===== src/rtl/fwd_pkg.sv =====
// fwd_pkg: shared tag types, select constant and operand field helper for the forwarding unit
package fwd_pkg;
  localparam int MAX_AW = 5;
  localparam int MAX_SRC = 2;
  localparam int SRC_W = MAX_SRC * MAX_AW;
  localparam int FWD_RF = 0;
  typedef struct packed {
    logic [MAX_AW-1:0] rd;
    logic              rw;
    logic              ld;
  } tag_t;
  typedef struct packed {
    tag_t                             tag;
    logic [MAX_SRC-1:0][MAX_AW-1:0]   src;
  } ex_t;
  function automatic logic [MAX_AW-1:0] field(input logic [SRC_W-1:0] v, input int i, input int w);
    logic [SRC_W-1:0] f;
    f = (v >> (i * w)) & ~({SRC_W{1'b1}} << w);
    return f[MAX_AW-1:0];
  endfunction
endpackage


===== src/rtl/fwd_hazard_unit_tag_pipe.sv =====
// fwd_tag_pipe: EX slot plus post-EX tag chain with hold, bubble insert and async reset
module fwd_tag_pipe
  import fwd_pkg::*;
#(
  parameter int STAGES = 2
) (
  input  logic             clk,
  input  logic             reset,
  input  logic             hold,
  input  logic             bubble,
  input  ex_t              e_in,
  output ex_t              e,
  output tag_t [STAGES:1]  s
);
  always_ff @(posedge clk or posedge reset) begin
    if (reset) begin
      e <= '0;
      s <= '0;
    end else if (!hold) begin
      e    <= bubble ? '0 : e_in;
      s[1] <= e.tag;
      for (int k = 2; k <= STAGES; k++) s[k] <= s[k-1];
    end
  end
endmodule


===== src/rtl/fwd_hazard_unit.sv =====
// fwd_hazard_unit: per-operand EX forward selects, load-use stall and saturating stall counter
module fwd_hazard_unit
  import fwd_pkg::*;
#(
  parameter int REG_AW     = MAX_AW,
  parameter int NUM_SRC    = MAX_SRC,
  parameter int FWD_STAGES = 2,
  parameter int LOAD_LAT   = 1,
  parameter int SEL_W      = $clog2(FWD_STAGES + 1)
) (
  input  logic                      clk,
  input  logic                      reset,
  input  logic                      hold,
  input  logic                      flush,
  input  logic                      id_valid,
  input  logic [NUM_SRC*REG_AW-1:0] id_src,
  input  logic [REG_AW-1:0]         id_rd,
  input  logic                      id_regwrite,
  input  logic                      id_memread,
  output logic                      stall,
  output logic [NUM_SRC*SEL_W-1:0]  fwd_sel,
  output logic [15:0]               stall_count
);
  ex_t                   e_in;
  ex_t                   e;
  tag_t [FWD_STAGES:1]   s;
  logic                  hit;
  always_comb begin
    e_in        = '0;
    e_in.tag.rd = MAX_AW'(id_rd);
    e_in.tag.rw = id_regwrite;
    e_in.tag.ld = id_memread;
    for (int i = 0; i < NUM_SRC; i++) e_in.src[i] = field(SRC_W'(id_src), i, REG_AW);
  end
  always_comb begin
    hit = 1'b0;
    for (int i = 0; i < NUM_SRC; i++) begin
      if (e_in.src[i] != '0) begin
        hit = hit | (e.tag.ld && e.tag.rw && e.tag.rd == e_in.src[i]);
        for (int j = 1; j < LOAD_LAT; j++) hit = hit | (s[j].ld && s[j].rw && s[j].rd == e_in.src[i]);
      end
    end
  end
  assign stall = id_valid && !flush && hit;
  always_comb begin
    fwd_sel = {NUM_SRC{SEL_W'(FWD_RF)}};
    for (int i = 0; i < NUM_SRC; i++)
      for (int k = FWD_STAGES; k >= 1; k--)
        if (s[k].rw && s[k].rd != '0 && s[k].rd == e.src[i] && !(s[k].ld && k <= LOAD_LAT))
          fwd_sel[i*SEL_W +: SEL_W] = SEL_W'(k);
  end
  always_ff @(posedge clk or posedge reset) begin
    if (reset) stall_count <= '0;
    else if (!hold && stall && stall_count != 16'hFFFF) stall_count <= stall_count + 16'd1;
  end
  fwd_tag_pipe #(.STAGES(FWD_STAGES)) u_pipe (
    .clk    (clk),
    .reset  (reset),
    .hold   (hold),
    .bubble (flush || stall || !id_valid),
    .e_in   (e_in),
    .e      (e),
    .s      (s)
  );
endmodule


===== config.mk =====
export PLATFORM = sky130hd
export DESIGN_NAME = fwd_hazard_unit
export DESIGN_NICKNAME = d
export VERILOG_FILES = /design/src/rtl/fwd_pkg.sv /design/src/rtl/fwd_hazard_unit_tag_pipe.sv /design/src/rtl/fwd_hazard_unit.sv
export SDC_FILE = /design/constraint.sdc
export NUM_CORES = 1
export LEC_CHECK = 0
export CAP_MARGIN = 10
export CORE_MARGIN = 3
export CORE_UTILIZATION = 47
export CTS_CLUSTER_DIAMETER = 50
export DETAILED_ROUTE_END_ITERATION = 6
export GPL_TIMING_DRIVEN = 1
export PLACE_DENSITY = 0.76
export REMOVE_ABC_BUFFERS = 1
export SLEW_MARGIN = 20
export SYNTH_ARGS = -nofsm -noshare
export SYNTH_HDL_FRONTEND = slang
export SYNTH_SLANG_ARGS = --single-unit

===== constraint.sdc =====
create_clock -name clk -period 2.1 [get_ports clk]
set_input_delay 0.525 -clock clk [delete_from_list [all_inputs] [get_ports clk]]
set_output_delay 0.525 -clock clk [all_outputs]
set_load 0.02 [all_outputs]

==> out/results.ini, run 1 <==
[final_layout]
layout_commonest_cell = dfrtp_1
diodes = 0
drive_above_1_share = 0.410
stdcell_count = 355
final_cell_mix = 43 x dfrtp_1, 40 x buf_4, 27 x clkdlybuf4s50_1
nNetsFinal = 312
area_growth_pct = 52.2

[logic_synthesis]
post_synth.cell_area_avg_um2 = 11.7
yosysSeqAreaShare = 0.496
yosysTopAreaCellShare = 0.496
yosysWarningCount = 0
yosysUniqueCellTypes = 40
syn-cell-area_mm2 = 0.00232
yosys.area.top_type = dfrtp_1
synth_area_leaders = dfrtp_1 50%, xor2_1 11%, mux2_2 6.8%
syn_inst = 199
synth-seq-cells = 46

[route]
antenna_left = 0
viasPerCell = 5.44
drtPass1Iterations = 4
vias = 1931
routed_wl_um = 6330
wl_per_cell_um = 17.8
first_iter_violations = 118
drc = 0

[job]
maxCapViolCount = 0

[floorplanning]
start_util = 0.509
core-area_mm2 = 0.00456
ios = 43
die_h_um = 76.3
rows = 24
dieArea_mm2 = 0.00582
die_w_um = 76.3

[pwr]
p_clk_frac = 0.326
vdd_ir_drop_max_mv = 0.417
p_sw_frac = 0.263
p_per_area_mw_per_mm2 = 567
internal-power_uw = 1480
p_sw_uw = 528
pwr-share-comb = 0.194
p_seq_frac = 0.480
p_total_uw = 2010
leakage_uw = 0.00165

[hold_path]
hold_class = reg2reg
worstHoldEndpoint = stall_count[14]
min_path_cells = 1
min-delay-start = stall_count[14]

[clocking]
cts_tree = built
cts_sinks = 46
clock_latency_ps = 300
htree_levels = 2
ctsLongestPathBuffers = 2
cts_root_buf = clkbuf_8
numCtsBuffers = 5
path_clk_slew_ps = 90

[worst_setup_path]
critPathKind = reg2out
crit_fanout = 2
reg2reg_depth = 9
reg2reg_slack_ps = 30
worstReg2RegEnd = stall_count[9]
r2r_start = u_pipe.e[12]
arrival_ps = 2050
critical_path_required_ps = 1570
critPathCaptureType = output port
start_kind = flip-flop

[timing]
final.setup.tns_ps = -1940
post-route-period-util = 1.22
skew_ps = 8.81
finalCriticalPeriod_ps = 2570
max_freq_mhz = 389
setup_viol = 5
max_slew_margin = 0.746
rsz0062_at_grt = yes
tightestPinTransition_ps = 380
fin_ws_ps = -470
slew_violations = 0
whs_ps = 503
hold_viol = 0

[placed_design]
hpwl_um = 4040
dp_slack_ps = -1310
place_inst = 339
portBuffers = 42
gp_congestion = 0.795

[global_routing]
grt_pass1_wl_um = 10200
grt_overflow = 0
grt_pass1_vias = 2075
grt_max_degree = 47
grt_usage = 0.219
antenna_found_initial = 0

[outcome]
status = complete, but fails checks
violations = negative setup slack

[critical path, stage by stage (launching register included)]
cell	delay [ps]
dfrtp_1	410
buf_6	130
buf_6	110
xor2_2	130
or4_4	500
nor4_4	280
buf_4	180
[repair_timing]
action | 4_1_cts | 5_1_grt
gates resized for setup | 72 | 31
setup buffers | 5 | 5
pin swaps | 15 | 8
setup endpoints to repair | 38 | 16
gates cloned | 0 | 1
hold buffers | 0 | 0
[flip-flops by register name, indices dropped and copies added (netlist names)]
signal and count:
stall_count 16, u_pipe.e 17, u_pipe.s 13
[stage by stage]
| stage | util | cell area [um^2] |
|---|---|---|
| final | 0.774 | 3530 |
| after global routing | 0.774 | 3530 |
| after CTS | 0.744 | 3400 |
| after detailed placement | 0.678 | 3100 |
| after global placement | 0.678 | 3100 |
| after floorplan | - | 2290 |
[how the worst max path moves through the flow]
stage                            start    endpoint  slack (ps)  cells after the start
final                     u_pipe.s[11]  fwd_sel[3]        -470                      6
after detailed placement     id_src[4]       stall       -1310                      8
after CTS                 u_pipe.s[11]  fwd_sel[1]        -440                      5
after floorplan            u_pipe.s[3]  fwd_sel[1]        -450                      4
after global routing      u_pipe.s[11]  fwd_sel[3]        -540                      6
after global placement       id_src[4]       stall       -1140                      8
[power by group through the flow]
stage,registers (uW),logic (uW),clock network [uW]
after detailed placement,977,293,0
final,963,389,654
after global placement,975,283,0
after floorplan,979,129,0
after CTS,960,356,661
after global routing,967,417,699
[area by class of cell]
cell class	instances	area, um^2
fillers	290	1030
clock buffers	5	68.8
inverters	2	7.51
flip-flops and latches	46	1150
well taps	65	81.3
clock inverters	3	40.0
multi-input cells	145	1390
repair buffers	89	793
[synthesized netlist by cell type (all sizes together)]
cell / number
and4: 1
xnor2: 14
or3b: 1
or2: 1
nor3b: 3
nor3: 6
nor4b: 1
and3: 1
ha: 1
clkbuf: 2
buf: 4
nand4: 7
a21oi: 1
dfrtp: 46
nand2b: 1
nor2b: 1
mux2: 14
a211oi: 1
a31oi: 1
xor2: 29
nor2: 9
nand2: 10
inv: 2
nor4: 4
or3: 1
or4: 5
a32oi: 1
a2111oi: 2
and2: 1
and3b: 1
a22o: 18
o21ai: 2
nand3: 7
[cell families (layout without fill, tap and decap cells)]
kind of cell             Yosys count  after routing  share of synthesized area
AND/OR/NAND/NOR                   61             61                      0.158
flip-flops                        46             46                      0.496
XOR/XNOR                          43             43                      0.162
AO/OA/AOI/OAI                     26             26                     0.0927
multiplexers                      14             14                     0.0679
buffers and inverters              8             99                     0.0178
adder cells (fa/ha/maj)            1              1                    0.00539
[routing by layer]
layer	wire, um	global-route usage	vias up	share of wire
met5	0	0	-	0
met4	128	0.0688	0	0.020
met3	203	0.0449	12	0.032
met2	3040	0.346	59	0.48
met1	2960	0.304	956	0.47
li1	-	-	904	-
Power figures use the tool's default switching activity.
==> inputs of run 2 (changes only) <==
--- a/config.mk
+++ b/config.mk
@@ -6,7 +6,6 @@
 export NUM_CORES = 1
 export LEC_CHECK = 0
 export CAP_MARGIN = 10
-export CORE_MARGIN = 3
 export CORE_UTILIZATION = 47
 export CTS_CLUSTER_DIAMETER = 50
 export DETAILED_ROUTE_END_ITERATION = 6
==> run 2 against run 1 <==
  * First-iteration DRC count decreased by 5.1%
  * Total power decreased by 2.0%
  * Die area decreased by 10%
  * Sequential power about the same
  * Worst hold slack got worse by 6.7 ps
  * Setup slack improved by 29 ps
  * The run still ends with negative setup slack left
  * Critical path depth unchanged
  * Sequential cell count unchanged
  * Register-to-register slack got worse by 110 ps
  * Combinational power decreased by 11%
  * Wire length decreased by 2.3%
  * Largest power group unchanged
  * Final cell count decreased by 1.1%
==> out/results.ini, run 2 (synthesis gave the netlist of run 1 again) <==
[route]
drtPass1Iterations = 4
vias = 1905
antenna_left = 0
wl_per_cell_um = 17.6
first_iter_violations = 112
drc = 0
viasPerCell = 5.43
routed_wl_um = 6190

[worst_setup_path]
arrival_ps = 2020
r2r_start = u_pipe.e[13]
critPathKind = reg2out
critPathCaptureType = output port
critical_path_required_ps = 1570
start_kind = flip-flop
reg2reg_depth = 9
reg2reg_slack_ps = -80
worstReg2RegEnd = u_pipe.e[15]
cp-startpoint = u_pipe.e[13]
setup.worst_path.end = stall
crit_fanout = 2

[pwr]
p_per_area_mw_per_mm2 = 580
p_sw_uw = 501
vdd_ir_drop_max_mv = 0.348
internal-power_uw = 1460
p_sw_frac = 0.255
pwr-share-comb = 0.177
leakage_uw = 0.00160
p_clk_frac = 0.332
p_seq_frac = 0.491

[timing]
skew_ps = 10.0
max_slew_margin = 0.724
rsz0062_at_grt = yes
post-route-period-util = 1.21
slew_violations = 0
setup_viol = 33
fin_ws_ps = -441
tightestPinTransition_ps = 413
max_freq_mhz = 394
finalCriticalPeriod_ps = 2540
hold_viol = 0
final.setup.tns_ps = -4420

[outcome]
status = complete, but fails checks
violations = negative setup slack

[global_routing]
grt_overflow = 0
grt_max_degree = 47
grt_usage = 0.255
grt_pass1_vias = 1967
antenna_found_initial = 0
grt_pass1_wl_um = 9900

[clocking]
clock_latency_ps = 300
cts_sinks = 46
htree_levels = 2
numCtsBuffers = 5
cts_tree = built
cts_root_buf = clkbuf_8
path_clk_slew_ps = 90
ctsLongestPathBuffers = 2

[placed_design]
hpwl_um = 3860
gp_congestion = 0.790
portBuffers = 42
dp_slack_ps = -1240

[floorplanning]
core-area_mm2 = 0.00472
ios = 43
rows = 25
die_h_um = 72.3
die_w_um = 72.3
dieArea_mm2 = 0.00523
start_util = 0.492

[final_layout]
final_cell_mix = 45 x dfrtp_1, 34 x buf_4, 31 x clkdlybuf4s50_1
layout_commonest_cell = dfrtp_1
diodes = 0
area_growth_pct = 45.9
nNetsFinal = 306
largest_register_ff_count = 17
regMostFlops = u_pipe.e
drive_above_1_share = 0.331
top_regs = u_pipe.e: 17 flops, stall_count: 16 flops, u_pipe.s: 13 flops
fin_util = 0.717

[job]
maxCapViolCount = 0

[hold_path]
hold_class = reg2reg

## run 2: cell count changes in the layout (fill, tap and decap cells not counted), sizes merged
cell           previous run  this run
buf                      52        46
clkbuf                    8         7
clkdlybuf4s50            27        31
clkinv                    3         1
dlygate4sd2               7         6
## run 2: what timing repair did
action	in CTS	in global routing
cloned	1	0
pin swaps	17	17
setup endpoints to repair	38	33
hold buffers	0	0
setup buffers	8	2
endpoints found under the hold margin	0	0
gates resized for setup	64	6
## run 2: worst min-delay path by stage
stage | startpoint | endpoint | slack, ps | cells past startpoint
global placement | stall_count[7] | stall_count[7] | 480 | 1
detailed placement | stall_count[10] | stall_count[10] | 490 | 1
floorplan | u_pipe.s[8] | u_pipe.s[8] | 470 | 1
finish | stall_count[10] | stall_count[10] | 500 | 1
global route | stall_count[10] | stall_count[10] | 530 | 1
CTS | stall_count[10] | stall_count[10] | 500 | 1
## run 2: power groups by stage
stage	clock, uW	sequential, uW	combinational, uW
6_report	653	964	348
5_1_grt	694	970	374
4_1_cts	651	962	346
3_5_place_dp	0	978	284
3_3_place_gp	0	976	277
2_1_floorplan	0	979	129
## run 2: final cells by class
class                      instances  area, um^2
fill                             332        1340
tap                               67        83.8
inverter                           2        7.51
timing repair buffer              83         752
clock inverter                     1        30.0
multi-input combinational        145        1290
sequential                        46        1150
clock buffer                       7        76.3
## run 2: worst max-delay path, stage by stage (launching register included)
cell and delay, ps:
dfrtp_1 390, or4_4 580, nand2_4 100, a2111oi_4 80
a22o_4 260, and3b_1 170, buf_6 130
## run 2: through the flow
stage | area [um^2] | hold slack [ps] | cells | total power [uW]
after detailed placement | 3070 | 486 | 337 | 1260
final | 3390 | 496 | 351 | 1960
after global routing | 3390 | 530 | 351 | 2040
after CTS | 3390 | 500 | 351 | 1960
after global placement | 3070 | 481 | 337 | 1250
after floorplan | 2290 | 473 | 193 | 1110
## run 2: per-layer routing
layer,wire [um],global-route usage,share of wire,vias up
li1,-,-,-,887
met1,2590,0.323,0.42,958
met2,3210,0.427,0.52,45
met3,201,0.0444,0.032,15
met4,183,0.120,0.030,0
met5,0,0,0,-
